--- config.mk ---
export PLATFORM = sky130hd
export DESIGN_NAME = mem_access
export DESIGN_NICKNAME = d
export VERILOG_FILES = /design/src/rtl/mem_access.sv
export SDC_FILE = /design/constraint.sdc
export NUM_CORES = 1
export LEC_CHECK = 0
export CAP_MARGIN = 20
export CELL_PAD_IN_SITES_DETAIL_PLACEMENT = 0
export CELL_PAD_IN_SITES_GLOBAL_PLACEMENT = 1
export CORE_ASPECT_RATIO = 0.9
export CORE_UTILIZATION = 38
export CTS_CLUSTER_SIZE = 10
export DETAILED_ROUTE_END_ITERATION = 8
export PLACE_DENSITY = 0.95
export SLEW_MARGIN = 20
export SYNTH_ARGS = -nofsm -noshare
export SYNTH_HDL_FRONTEND = slang
export SYNTH_SLANG_ARGS = --single-unit
--- constraint.sdc ---
create_clock -name clk -period 10.37 [get_ports clk]
set_input_delay 2.5925 -clock clk [delete_from_list [all_inputs] [get_ports clk]]
set_output_delay 2.5925 -clock clk [all_outputs]
set_load 0.01 [all_outputs]
--- src/rtl/mem_access.sv ---
// MEM pipeline stage: issues loads/stores on a req/ack data-memory bus, extends load data
// and registers the MEM/WB bundle, stalling upstream while a transaction is outstanding.
module mem_access #(
    parameter int TIMEOUT = 16,
    parameter int CNT_W   = 5
) (
    input  logic        clk,
    input  logic        rst,
    input  logic        ex_valid,
    input  logic        ex_wreg,
    input  logic        ex_m2reg,
    input  logic        ex_wmem,
    input  logic [1:0]  ex_size,
    input  logic        ex_unsigned,
    input  logic [4:0]  ex_rn,
    input  logic [31:0] ex_alu,
    input  logic [31:0] ex_b,
    output logic        mem_stall,
    output logic        dm_req,
    output logic        dm_we,
    output logic [31:0] dm_addr,
    output logic [3:0]  dm_be,
    output logic [31:0] dm_wdata,
    input  logic        dm_ack,
    input  logic [31:0] dm_rdata,
    output logic        wb_valid,
    output logic        wb_wreg,
    output logic        wb_m2reg,
    output logic [4:0]  wb_rn,
    output logic [31:0] wb_alu,
    output logic [31:0] wb_mo,
    output logic        misalign,
    output logic        bus_err
);

    typedef enum logic {IDLE = 1'b0, BUSY = 1'b1} state_t;

    state_t           state_reg;
    logic [CNT_W-1:0] cnt_reg;

    // Copy of the accepted memory instruction; upstream moves on once it is captured.
    logic        lat_wreg_reg;
    logic        lat_m2reg_reg;
    logic        lat_unsigned_reg;
    logic [4:0]  lat_rn_reg;
    logic [31:0] lat_alu_reg;
    logic [1:0]  lat_ea_reg;
    logic [1:0]  lat_size_reg;

    logic        is_mem;
    logic        is_word;
    logic        is_half;
    logic        misaligned;
    logic [3:0]  be_next;
    logic [31:0] wdata_next;
    logic [31:0] load_data;
    logic [3:0]  byte_be;
    logic [7:0]  rd_byte [4];
    logic [7:0]  sel_byte;
    logic [15:0] sel_half;

    genvar gi;
    generate
        for (gi = 0; gi < 4; gi++) begin : g_lane
            assign rd_byte[gi] = dm_rdata[8*gi +: 8];
            assign byte_be[gi] = (ex_alu[1:0] == 2'(gi));
        end
    endgenerate

    assign mem_stall = (state_reg == BUSY);

    always_comb begin
        is_mem     = ex_m2reg | ex_wmem;
        is_word    = ex_size[1];
        is_half    = (ex_size == 2'b01);
        misaligned = (is_word && (ex_alu[1:0] != 2'b00)) || (is_half && ex_alu[0]);
        if (is_word) begin
            be_next    = 4'b1111;
            wdata_next = ex_b;
        end else if (is_half) begin
            be_next    = ex_alu[1] ? 4'b1100 : 4'b0011;
            wdata_next = {2{ex_b[15:0]}};
        end else begin
            be_next    = byte_be;
            wdata_next = {4{ex_b[7:0]}};
        end
    end

    // Lane selection uses the latched address bits since ex_* may already hold the next bundle.
    always_comb begin
        sel_byte = rd_byte[lat_ea_reg];
        sel_half = lat_ea_reg[1] ? dm_rdata[31:16] : dm_rdata[15:0];
        case (lat_size_reg)
            2'b00:   load_data = {{24{~lat_unsigned_reg & sel_byte[7]}}, sel_byte};
            2'b01:   load_data = {{16{~lat_unsigned_reg & sel_half[15]}}, sel_half};
            default: load_data = dm_rdata;
        endcase
    end

    always_ff @(posedge clk or posedge rst) begin
        if (rst) begin
            state_reg        <= IDLE;
            cnt_reg          <= '0;
            lat_wreg_reg     <= 1'b0;
            lat_m2reg_reg    <= 1'b0;
            lat_unsigned_reg <= 1'b0;
            lat_rn_reg       <= '0;
            lat_alu_reg      <= '0;
            lat_ea_reg       <= '0;
            lat_size_reg     <= '0;
            dm_req           <= 1'b0;
            dm_we            <= 1'b0;
            dm_addr          <= '0;
            dm_be            <= '0;
            dm_wdata         <= '0;
            wb_valid         <= 1'b0;
            wb_wreg          <= 1'b0;
            wb_m2reg         <= 1'b0;
            wb_rn            <= '0;
            wb_alu           <= '0;
            wb_mo            <= '0;
            misalign         <= 1'b0;
            bus_err          <= 1'b0;
        end else begin
            misalign <= 1'b0;
            bus_err  <= 1'b0;
            case (state_reg)
                IDLE: begin
                    cnt_reg <= '0;
                    if (!ex_valid) begin
                        wb_valid <= 1'b0;
                        wb_wreg  <= 1'b0;
                    end else if (!is_mem || misaligned) begin
                        wb_valid <= 1'b1;
                        wb_wreg  <= ex_wreg & ~is_mem;
                        wb_m2reg <= ex_m2reg;
                        wb_rn    <= ex_rn;
                        wb_alu   <= ex_alu;
                        wb_mo    <= '0;
                        misalign <= is_mem;
                    end else begin
                        wb_valid         <= 1'b0;
                        wb_wreg          <= 1'b0;
                        lat_wreg_reg     <= ex_wreg;
                        lat_m2reg_reg    <= ex_m2reg;
                        lat_unsigned_reg <= ex_unsigned;
                        lat_rn_reg       <= ex_rn;
                        lat_alu_reg      <= ex_alu;
                        lat_ea_reg       <= ex_alu[1:0];
                        lat_size_reg     <= ex_size;
                        dm_req           <= 1'b1;
                        dm_we            <= ~ex_m2reg;
                        dm_addr          <= {ex_alu[31:2], 2'b00};
                        dm_be            <= be_next;
                        dm_wdata         <= wdata_next;
                        state_reg        <= BUSY;
                    end
                end
                BUSY: begin
                    cnt_reg <= cnt_reg + 1'b1;
                    if (dm_ack || cnt_reg == CNT_W'(TIMEOUT - 1)) begin
                        state_reg <= IDLE;
                        dm_req    <= 1'b0;
                        wb_valid  <= 1'b1;
                        wb_wreg   <= dm_ack & lat_m2reg_reg & lat_wreg_reg;
                        wb_m2reg  <= lat_m2reg_reg;
                        wb_rn     <= lat_rn_reg;
                        wb_alu    <= lat_alu_reg;
                        wb_mo     <= (dm_ack && lat_m2reg_reg) ? load_data : '0;
                        bus_err   <= ~dm_ack;
                    end else begin
                        wb_valid <= 1'b0;
                        wb_wreg  <= 1'b0;
                    end
                end
                default: state_reg <= IDLE;
            endcase
        end
    end

endmodule
==> impl_metrics.json, run 1 <==
{
  "synthDominantCellAreaShare_pct": 53.5,
  "n_fill_cell": 1725,
  "min-delay-path-class": "flop to flop",
  "tns_ns": 0,
  "antenna_found_initial": 1,
  "final_cell_area_um2": 10500,
  "cts-root-buf": "clkbuf_16",
  "synth_largest_area_cell": "dfrtp_1",
  "cts_setup_buffers": 0,
  "synth_ff_type": "dfrtp_1",
  "clk_pin_slew_ns": 0.07,
  "globalplace.congestion": 0.818,
  "status": "finished, final reports clean",
  "worst_r2r_path_depth": 6,
  "drt-vias-per-instance": 5.10,
  "crit_fanout": 109,
  "yosysMostFrequentCell": "dfrtp_1",
  "drv_slew": 0,
  "timing.final.crit_share_pct": 47.3,
  "ir_drop_uv": 137,
  "p_int_mw": 1.52,
  "worst_setup_path_end_kind": "flop",
  "critPathKind": "input pin to flop",
  "startpoint": "ex_size[0]",
  "die_h_um": 135,
  "dr.pass1.iters": 4,
  "cts.repair.resized": 0,
  "avgRoutedWirePerCell_um": 17.3,
  "core_area_um2": 19200,
  "wl_met2_mm": 9.34,
  "drive_above_1_share_pct": 11.4,
  "grt_pass1_vias": 5932,
  "routed.top_layer": "met5",
  "critPathLaunchType": "input pin",
  "critPathSlowestCell": "o311a_4",
  "dieArea_um2": 20300,
  "synth_area_per_cell_um2": 10.9,
  "switchingPower_mw": 0.696,
  "pre_cts_slack_ns": 5.07,
  "netlist_area_um2": 7480,
  "syn_inst": 686,
  "area_growth_pct": 40.6,
  "path_cells": "clkdlybuf4s50_1 > nor2_1 > o311a_4 > o21ai_0",
  "swShare_pct": 31.4,
  "placed_area_um2": 9960,
  "seqCellArea_um2": 4010,
  "insertedDiodeCount": 0,
  "cp.arrival_ns": 5.15,
  "grt_pass1_wl_mm": 31.3,
  "combPwrFrac_pct": 32.6,
  "cts.sinks": 160,
  "async_flop_share_pct": 100,
  "hold_viol_final": 0,
  "power.density_nw_per_um2": 211,
  "min_from": "cnt_reg[0]$_DFF_PP0_",
  "tightest_slew_ns": 1.06,
  "timing.fmax_mhz": 204,
  "initial_core_util_pct": 38.9,
  "setup_ws_ns": 5.47,
  "p_total_mw": 2.22,
  "io_buffers": 253,
  "sequentialPowerShare_pct": 40.3,
  "clock_latency_ns": 0.42,
  "leakagePower_nw": 4.51,
  "wl_met1_mm": 8.30,
  "period_needed_ns": 4.90,
  "cts_tree": "done",
  "cts_buffers": 17,
  "htree_levels": 4,
  "rows": 48,
  "cts_max_path_buffers": 2,
  "grt_usage_pct": 20.0,
  "synth-edff-count": 0,
  "setup_viol": 0,
  "synth-warning-count": 0,
  "max_stage_delay_ns": 0.86,
  "io_pins": 256,
  "initialDrtViolationCount": 266,
  "hold-path-cell-count": 1,
  "multiInputGateArea_um2": 3030,
  "overflow": 0,
  "post_synth_num_cell_types": 45,
  "nets": 996,
  "grt_max_degree": 110,
  "synth-seq-area-share_pct": 53.5,
  "synth_commonest_cells": "dfrtp_1 (160), nand2_1 (95), o21ai_0 (69)",
  "hold_buffers": 0,
  "r2r-start": "cnt_reg[0]$_DFF_PP0_",
  "ys_ff_latch": 160,
  "routed-wl-met3_mm": 1.82,
  "pwr-share-clk_pct": 27.1,
  "dp_hpwl_mm": 13.6,
  "timing.hold.ws_ns": 0.459,
  "max_slew_margin_pct": 29.1,
  "grt_setup_unrepaired": "false",
  "wirelength_mm": 19.8,
  "num_vias": 5839,
  "drv_cap": 0,
  "die_w_um": 150,
  "ant_nets": 0,
  "skew_ns": 0.0132,
  "r2r_setup_slack_ns": 7.33,
  "synthTopCellsByArea": "dfrtp_1 (53%), mux2_2 (8.6%), mux2i_1 (6.4%)",
  "worstPathRequired_ns": 10.61,
  "drc": 0
}
==> final cells by class <==
class                           count  area share (%)
Clock inverter                     12           0.939
Timing Repair Buffer              259            24.5
Inverter                            7           0.297
Clock buffer                       20            4.44
Tap cell                          250            2.97
Multi-Input combinational cell    438            28.8
Sequential cell                   160            38.1
==> power groups by stage <==
stage / logic (mW) / clock network, mW / registers, mW
after CTS: 0.731 / 0.616 / 0.894
after floorplan: 0.341 / 0 / 0.918
after global placement: 0.716 / 0 / 0.895
after detailed placement: 0.726 / 0 / 0.904
final: 0.722 / 0.602 / 0.893
after global routing: 0.783 / 0.639 / 0.914
==> critical path, delay by kind of cell <==
kind	cells	cell delay, ns
buffers and inverters	1	0.80
and+or+nand+nor	1	0.48
AOI/OAI and AO/OA	2	1.16
==> layout by cell type, fill, tap and decap left out, types with 2 or more instances in the layout <==
master,n
clkbuf_16,17
nand2b_1,11
a32o_1,8
nor2_1,6
clkinvlp_4,2
a21oi_1,17
nand3_1,2
o21ai_0,69
ha_1,2
nand2_1,95
and3b_1,6
and2_1,4
and3_1,2
inv_6,5
conb_1,2
o21ai_1,9
a211oi_1,8
clkbuf_8,3
dfrtp_1,159
o31ai_1,17
mux2_2,57
a22oi_1,16
buf_4,6
inv_1,5
clkdlybuf4s50_1,253
clkinv_4,5
mux2i_1,48
or3_1,8
nor2b_1,28
nor3_1,2
a211o_1,6
==> path summary, 6_finish.rpt <==
path / end
worst max-delay path: wb_alu[14]$_DFFE_PP0P_
worst min-delay path: cnt_reg[0]$_DFF_PP0_
worst max register to register: wb_alu[14]$_DFFE_PP0P_
worst min register to register: cnt_reg[0]$_DFF_PP0_
max in group asynchronous: wb_alu[26]$_DFFE_PP0P_
min in group asynchronous: dm_wdata[20]$_DFFE_PP0P_
==> metal layers <==
| metal | GRT usage, % | vias up |
|---|---|---|
| met1 | 24.2 | 2815 |
| met5 | 0 | - |
| met2 | 32.7 | 218 |
| met4 | 6.51 | 2 |
| met3 | 7.91 | 25 |
| li1 | - | 2779 |
==> logic make-up (layout without fill, tap and decap cells) <==
family                   Yosys count  count (layout)  synth area share [%]
AND/OR/NAND/NOR                  168             168                  11.0
flip-flops                       160             160                  53.5
AO/OA/AOI/OAI                    159             159                  13.5
multiplexers                     105             105                  15.0
buffers and inverters             89             298                  6.47
adder cells (fa/ha/maj)            2               2                 0.334
XOR/XNOR                           2               2                 0.234
other                              1               2                0.0501
==> through the flow <==
| step | instances | util, % |
|---|---|---|
| 6_report | 1146 | 54.7 |
| 3_5_place_dp | 1114 | 51.8 |
| 2_1_floorplan | 687 | - |
| 3_3_place_gp | 1114 | 51.8 |
| 4_1_cts | 1146 | 54.7 |
| 5_1_grt | 1146 | 54.7 |
Power figures use the tool's default switching activity.
==> run 2, diff against run 1 <==
CORE_UTILIZATION = 35   (was 38)
PLACE_DENSITY = 0.89   (was 0.95)
clock period = 5.12 ns   (was 10.37 ns; I/O delays follow)
==> impl_metrics.json, run 2 (synthesis gave the netlist of run 1 again) <==
{
  "dr.pass1.iters": 6,
  "critPathSlowestCell": "buf_4",
  "cts_max_path_buffers": 2,
  "placed_cells": 1152,
  "avgRoutedWirePerCell_um": 16.7,
  "grt_setup_unrepaired": "false",
  "globalplace.congestion": 0.804,
  "drv_cap": 0,
  "io_pins": 256,
  "final_cell_mix": "clkdlybuf4s50_1 (253), dfrtp_1 (159), nand2_1 (95)",
  "rows": 50,
  "swShare_pct": 30.2,
  "leakagePower_nw": 4.54,
  "tns_ns": 0,
  "crit_path_end": "lat_alu_reg[4]$_DFFE_PP0P_",
  "startpoint": "ex_alu[1]",
  "nets": 999,
  "drt-vias-per-instance": 4.90,
  "grt_pass1_wl_mm": 31.1,
  "core_area_um2": 20900,
  "die_h_um": 141,
  "drv_slew": 0,
  "cp.arrival_ns": 3.57,
  "tightest_slew_ns": 0.991,
  "power.density_nw_per_um2": 430,
  "antenna_found_initial": 2,
  "period_needed_ns": 3.27,
  "pwr-share-clk_pct": 28.6,
  "grt_pass1_vias": 5755,
  "critPathLaunchType": "input pin",
  "cts-root-buf": "clkbuf_16",
  "cts_setup_buffers": 0,
  "io_buffers": 253,
  "p_int_mw": 3.20,
  "crit_family": "buffers and inverters",
  "initial_core_util_pct": 35.8,
  "ir_drop_uv": 206,
  "crit_fanout": 73,
  "cts_buffers": 17,
  "worst_r2r_path_depth": 5,
  "r2r_setup_slack_ns": 2.09,
  "switchingPower_mw": 1.38,
  "cts.sinks": 160,
  "ant_nets": 0,
  "wirelength_mm": 19.8,
  "htree_levels": 4,
  "drive_above_1_share_pct": 11.3,
  "r2r-start": "mem_stall$_DFF_PP0_",
  "grt_max_degree": 110,
  "clock_latency_ns": 0.42,
  "final_cells": 1185,
  "max_stage_delay_ns": 0.69,
  "min-delay-path-class": "flop to flop",
  "dieArea_um2": 22000,
  "setup_viol": 0,
  "worstPathRequired_ns": 5.42,
  "sequentialPowerShare_pct": 39.7,
  "combPwrFrac_pct": 31.6,
  "max_slew_margin_pct": 33.9,
  "overflow": 0,
  "drc": 0,
  "dp_hpwl_mm": 13.8,
  "routed-wl-met3_mm": 1.84,
  "critPathKind": "input pin to flop",
  "path_depth": 5,
  "mostFrequentLayoutCell": "clkdlybuf4s50_1",
  "grt_usage_pct": 18.3,
  "status": "finished, final reports clean",
  "hold_buffers": 0,
  "initialDrtViolationCount": 240,
  "skew_ns": 0.0132,
  "hold_viol_final": 0,
  "routed.top_layer": "met5",
  "reg2reg_to": "wb_mo[28]$_DFFE_PP0P_",
  "die_w_um": 156,
  "wl_met1_mm": 8.44,
  "clk_pin_slew_ns": 0.06,
  "timing.final.crit_share_pct": 63.9,
  "insertedDiodeCount": 0,
  "num_vias": 5803,
  "worst_setup_path_end_kind": "flop",
  "cts_tree": "done",
  "cts.repair.resized": 0,
  "timing.fmax_mhz": 306,
  "critPathBufInv": 2,
  "path_cells": "clkdlybuf4s50_1 > a21oi_1 > o221ai_4 > buf_4 > mux2_2",
  "wl_met2_mm": 9.29,
  "area_growth_pct": 42.6
}
-- run 2: changes by cell type in the layout (fill, tap and decap cells not counted), sizes merged --
cell and delta:
buf +3, bufinv +3, clkinv -3, inv -3, clkinvlp +2, clkbuf +1
-- run 2: through the flow --
step / hold slack, ns / instance area, um2 / setup WS (ns) / power (mW) / utilization (%)
final: 0.470 / 10700 / 1.85 / 4.59 / 51.1
after global routing: 0.497 / 10700 / 1.74 / 4.85 / 51.1
after CTS: 0.471 / 10600 / 1.70 / 4.65 / 51.0
after detailed placement: 0.463 / 10000 / 1.29 / 3.31 / 48.0
after global placement: 0.452 / 10000 / 1.37 / 3.28 / 48.0
after floorplan: 0.432 / 7490 / 1.81 / 2.55 / -
-- run 2: per-layer routing --
layer  GRT usage [%]  vias to the layer above
met1            22.6                     2776
met3            7.93                       17
li1                -                     2782
met2            29.7                      224
met4            3.92                        4
met5               0                        -
-- run 2: how the worst min path moves through the flow --
stage | end | cells past startpoint | slack, ns | startpoint
after floorplan | cnt_reg[0]$_DFF_PP0_ | 1 | 0.43 | cnt_reg[0]$_DFF_PP0_
after global placement | cnt_reg[0]$_DFF_PP0_ | 1 | 0.45 | cnt_reg[0]$_DFF_PP0_
after detailed placement | cnt_reg[0]$_DFF_PP0_ | 1 | 0.46 | cnt_reg[0]$_DFF_PP0_
after CTS | cnt_reg[0]$_DFF_PP0_ | 1 | 0.47 | cnt_reg[0]$_DFF_PP0_
after global routing | dm_wdata[27]$_DFFE_PP0P_ | 2 | 0.50 | dm_wdata[27]$_DFFE_PP0P_
final | cnt_reg[0]$_DFF_PP0_ | 1 | 0.47 | cnt_reg[0]$_DFF_PP0_
-- run 2: power groups by stage --
stage / combinational, mW / clock (mW) / sequential [mW]
floorplan: 0.692 / 0 / 1.86
global placement: 1.44 / 0 / 1.84
detailed placement: 1.46 / 0 / 1.85
CTS: 1.47 / 1.36 / 1.83
global route: 1.58 / 1.40 / 1.87
finish: 1.45 / 1.31 / 1.82
-- run 2: cell type report --
cell class              count  area, um2
inverters                   7       30.0
clock buffers              21        450
clock inverters            11        156
well taps                 286        358
fillers                  1961      10200
repair buffers            262       2650
multi-input cells         438       3030
flip-flops and latches    160       4010
==> run 3, diff against run 2 <==
CORE_UTILIZATION = 31   (was 35)
PLACE_DENSITY = 0.84   (was 0.89)
clock period = 2.8 ns   (was 5.12 ns; I/O delays follow)
==> impl_metrics.json, run 3 (synthesis gave the netlist of run 1 again) <==
{
  "status": "finished, violations left",
  "violations": "design-rule violations",
  "n_fill_cell": 2178,
  "area_growth_pct": 43.9,
  "nets": 1012,
  "min-delay-path-class": "flop to flop",
  "pre_cts_slack_ns": -0.0529,
  "dp_hpwl_mm": 15.0,
  "setup_viol": 0,
  "grt_pass1_vias": 5795,
  "timing.fmax_mhz": 396,
  "drv_slew": 0,
  "period_needed_ns": 2.53,
  "multiInputGateArea_um2": 3030,
  "cts.repair.resized": 0,
  "globalplace.congestion": 0.793,
  "seqCellArea_um2": 4010,
  "final_cell_mix": "clkdlybuf4s50_1 (253), dfrtp_1 (159), nand2_1 (95)",
  "drt-vias-per-instance": 4.78,
  "dieArea_um2": 24800,
  "cts_max_path_buffers": 2,
  "initialDrtViolationCount": 327,
  "leakagePower_nw": 4.60,
  "tightest_slew_ns": 0.678,
  "grt_setup_unrepaired": "false",
  "ir_drop_uv": 369,
  "num_vias": 5798,
  "cp.arrival_ns": 2.81,
  "cts_tree": "done",
  "die_w_um": 166,
  "grt_max_degree": 56,
  "post-route-util_pct": 45.8,
  "timing.hold.ws_ns": 0.455,
  "p_total_mw": 8.28,
  "io_buffers": 253,
  "setup_ws_ns": 0.272,
  "core_area_um2": 23500,
  "cts-root-buf": "clkbuf_16",
  "cts_setup_buffers": 0,
  "dr.pass1.iters": 6,
  "io_pins": 256,
  "max_slew_margin_pct": 54.8,
  "worst_setup_path_end_kind": "flop",
  "overflow": 0,
  "cts.sinks": 160,
  "hold_buffers": 0,
  "power.density_nw_per_um2": 769,
  "mostFrequentLayoutCell": "clkdlybuf4s50_1",
  "insertedDiodeCount": 0,
  "die_h_um": 149,
  "htree_levels": 4,
  "clock_latency_ns": 0.42,
  "drc": 17,
  "avgRoutedWirePerCell_um": 17.2,
  "cts_buffers": 17,
  "hold_viol_final": 0,
  "timing.final.crit_share_pct": 90.3,
  "grt_pass1_wl_mm": 33.3,
  "critPathKind": "flop to flop",
  "drv_cap": 0,
  "worstPathRequired_ns": 3.08,
  "critPathLaunchType": "flop",
  "wirelength_mm": 20.9,
  "clk_pin_slew_ns": 0.06,
  "initial_core_util_pct": 31.8,
  "crit_fanout": 36,
  "grt_usage_pct": 17.3,
  "drive_above_1_share_pct": 12.6,
  "antenna_found_initial": 0,
  "ant_nets": 0,
  "rows": 53,
  "skew_ns": 0.0102
}
-- run 3: path summary, 6_finish.rpt --
kind,from,to,slack [ns],cells past startpoint
worst max-delay path,cnt_reg[0]$_DFF_PP0_,wb_alu[26]$_DFFE_PP0P_,0.27,7
max in group asynchronous,rst,lat_rn_reg[0]$_DFFE_PP0P_,1.53,3
worst max register to register,cnt_reg[0]$_DFF_PP0_,wb_alu[26]$_DFFE_PP0P_,0.27,7
worst min-delay path,cnt_reg[0]$_DFF_PP0_,cnt_reg[0]$_DFF_PP0_,0.46,1
min in group asynchronous,rst,dm_wdata[2]$_DFFE_PP0P_,0.64,2
worst min register to register,cnt_reg[0]$_DFF_PP0_,cnt_reg[0]$_DFF_PP0_,0.46,1
-- run 3: per-stage QoR --
step / cell area [um2] / cells / TNS [ns]
4_1_cts: 10800 / 1213 / 0
3_3_place_gp: 10200 / 1182 / -0.0630
6_report: 10800 / 1213 / 0
5_1_grt: 10800 / 1213 / 0
3_5_place_dp: 10200 / 1182 / -0.656
2_1_floorplan: 7490 / 687 / 0
-- run 3: area by class of cell --
class,instances,share of cell area (%)
flip-flops and latches,160,37.2
clock buffers,22,4.40
inverters,7,0.279
repair buffers,275,25.7
multi-input cells,438,28.1
clock inverters,9,0.778
well taps,302,3.51
-- run 3: worst max-delay path: stages (launching register included) --
cell and delay, ns:
dfrtp_1 0.39, ha_1 0.22, and3_1 0.19, ha_1 0.19
o21ai_0 0.36, o311a_4 0.49, buf_4 0.38, o21ai_0 0.15
-- run 3: power by group --
part           switching (mW)  leakage, nW  internal (mW)  total (mW)
Combinational            1.22         2.33           1.57        2.79
Sequential              0.376         2.00           2.88        3.26
Clock                   0.941        0.264           1.29        2.23
-- run 3: layer usage --
| metal | wire (um) | GRT usage (%) |
|---|---|---|
| met1 | 8950 | 22.2 |
| met2 | 9780 | 27.5 |
| met3 | 1900 | 6.16 |
| met4 | 285 | 5.37 |
| met5 | 0 | 0 |
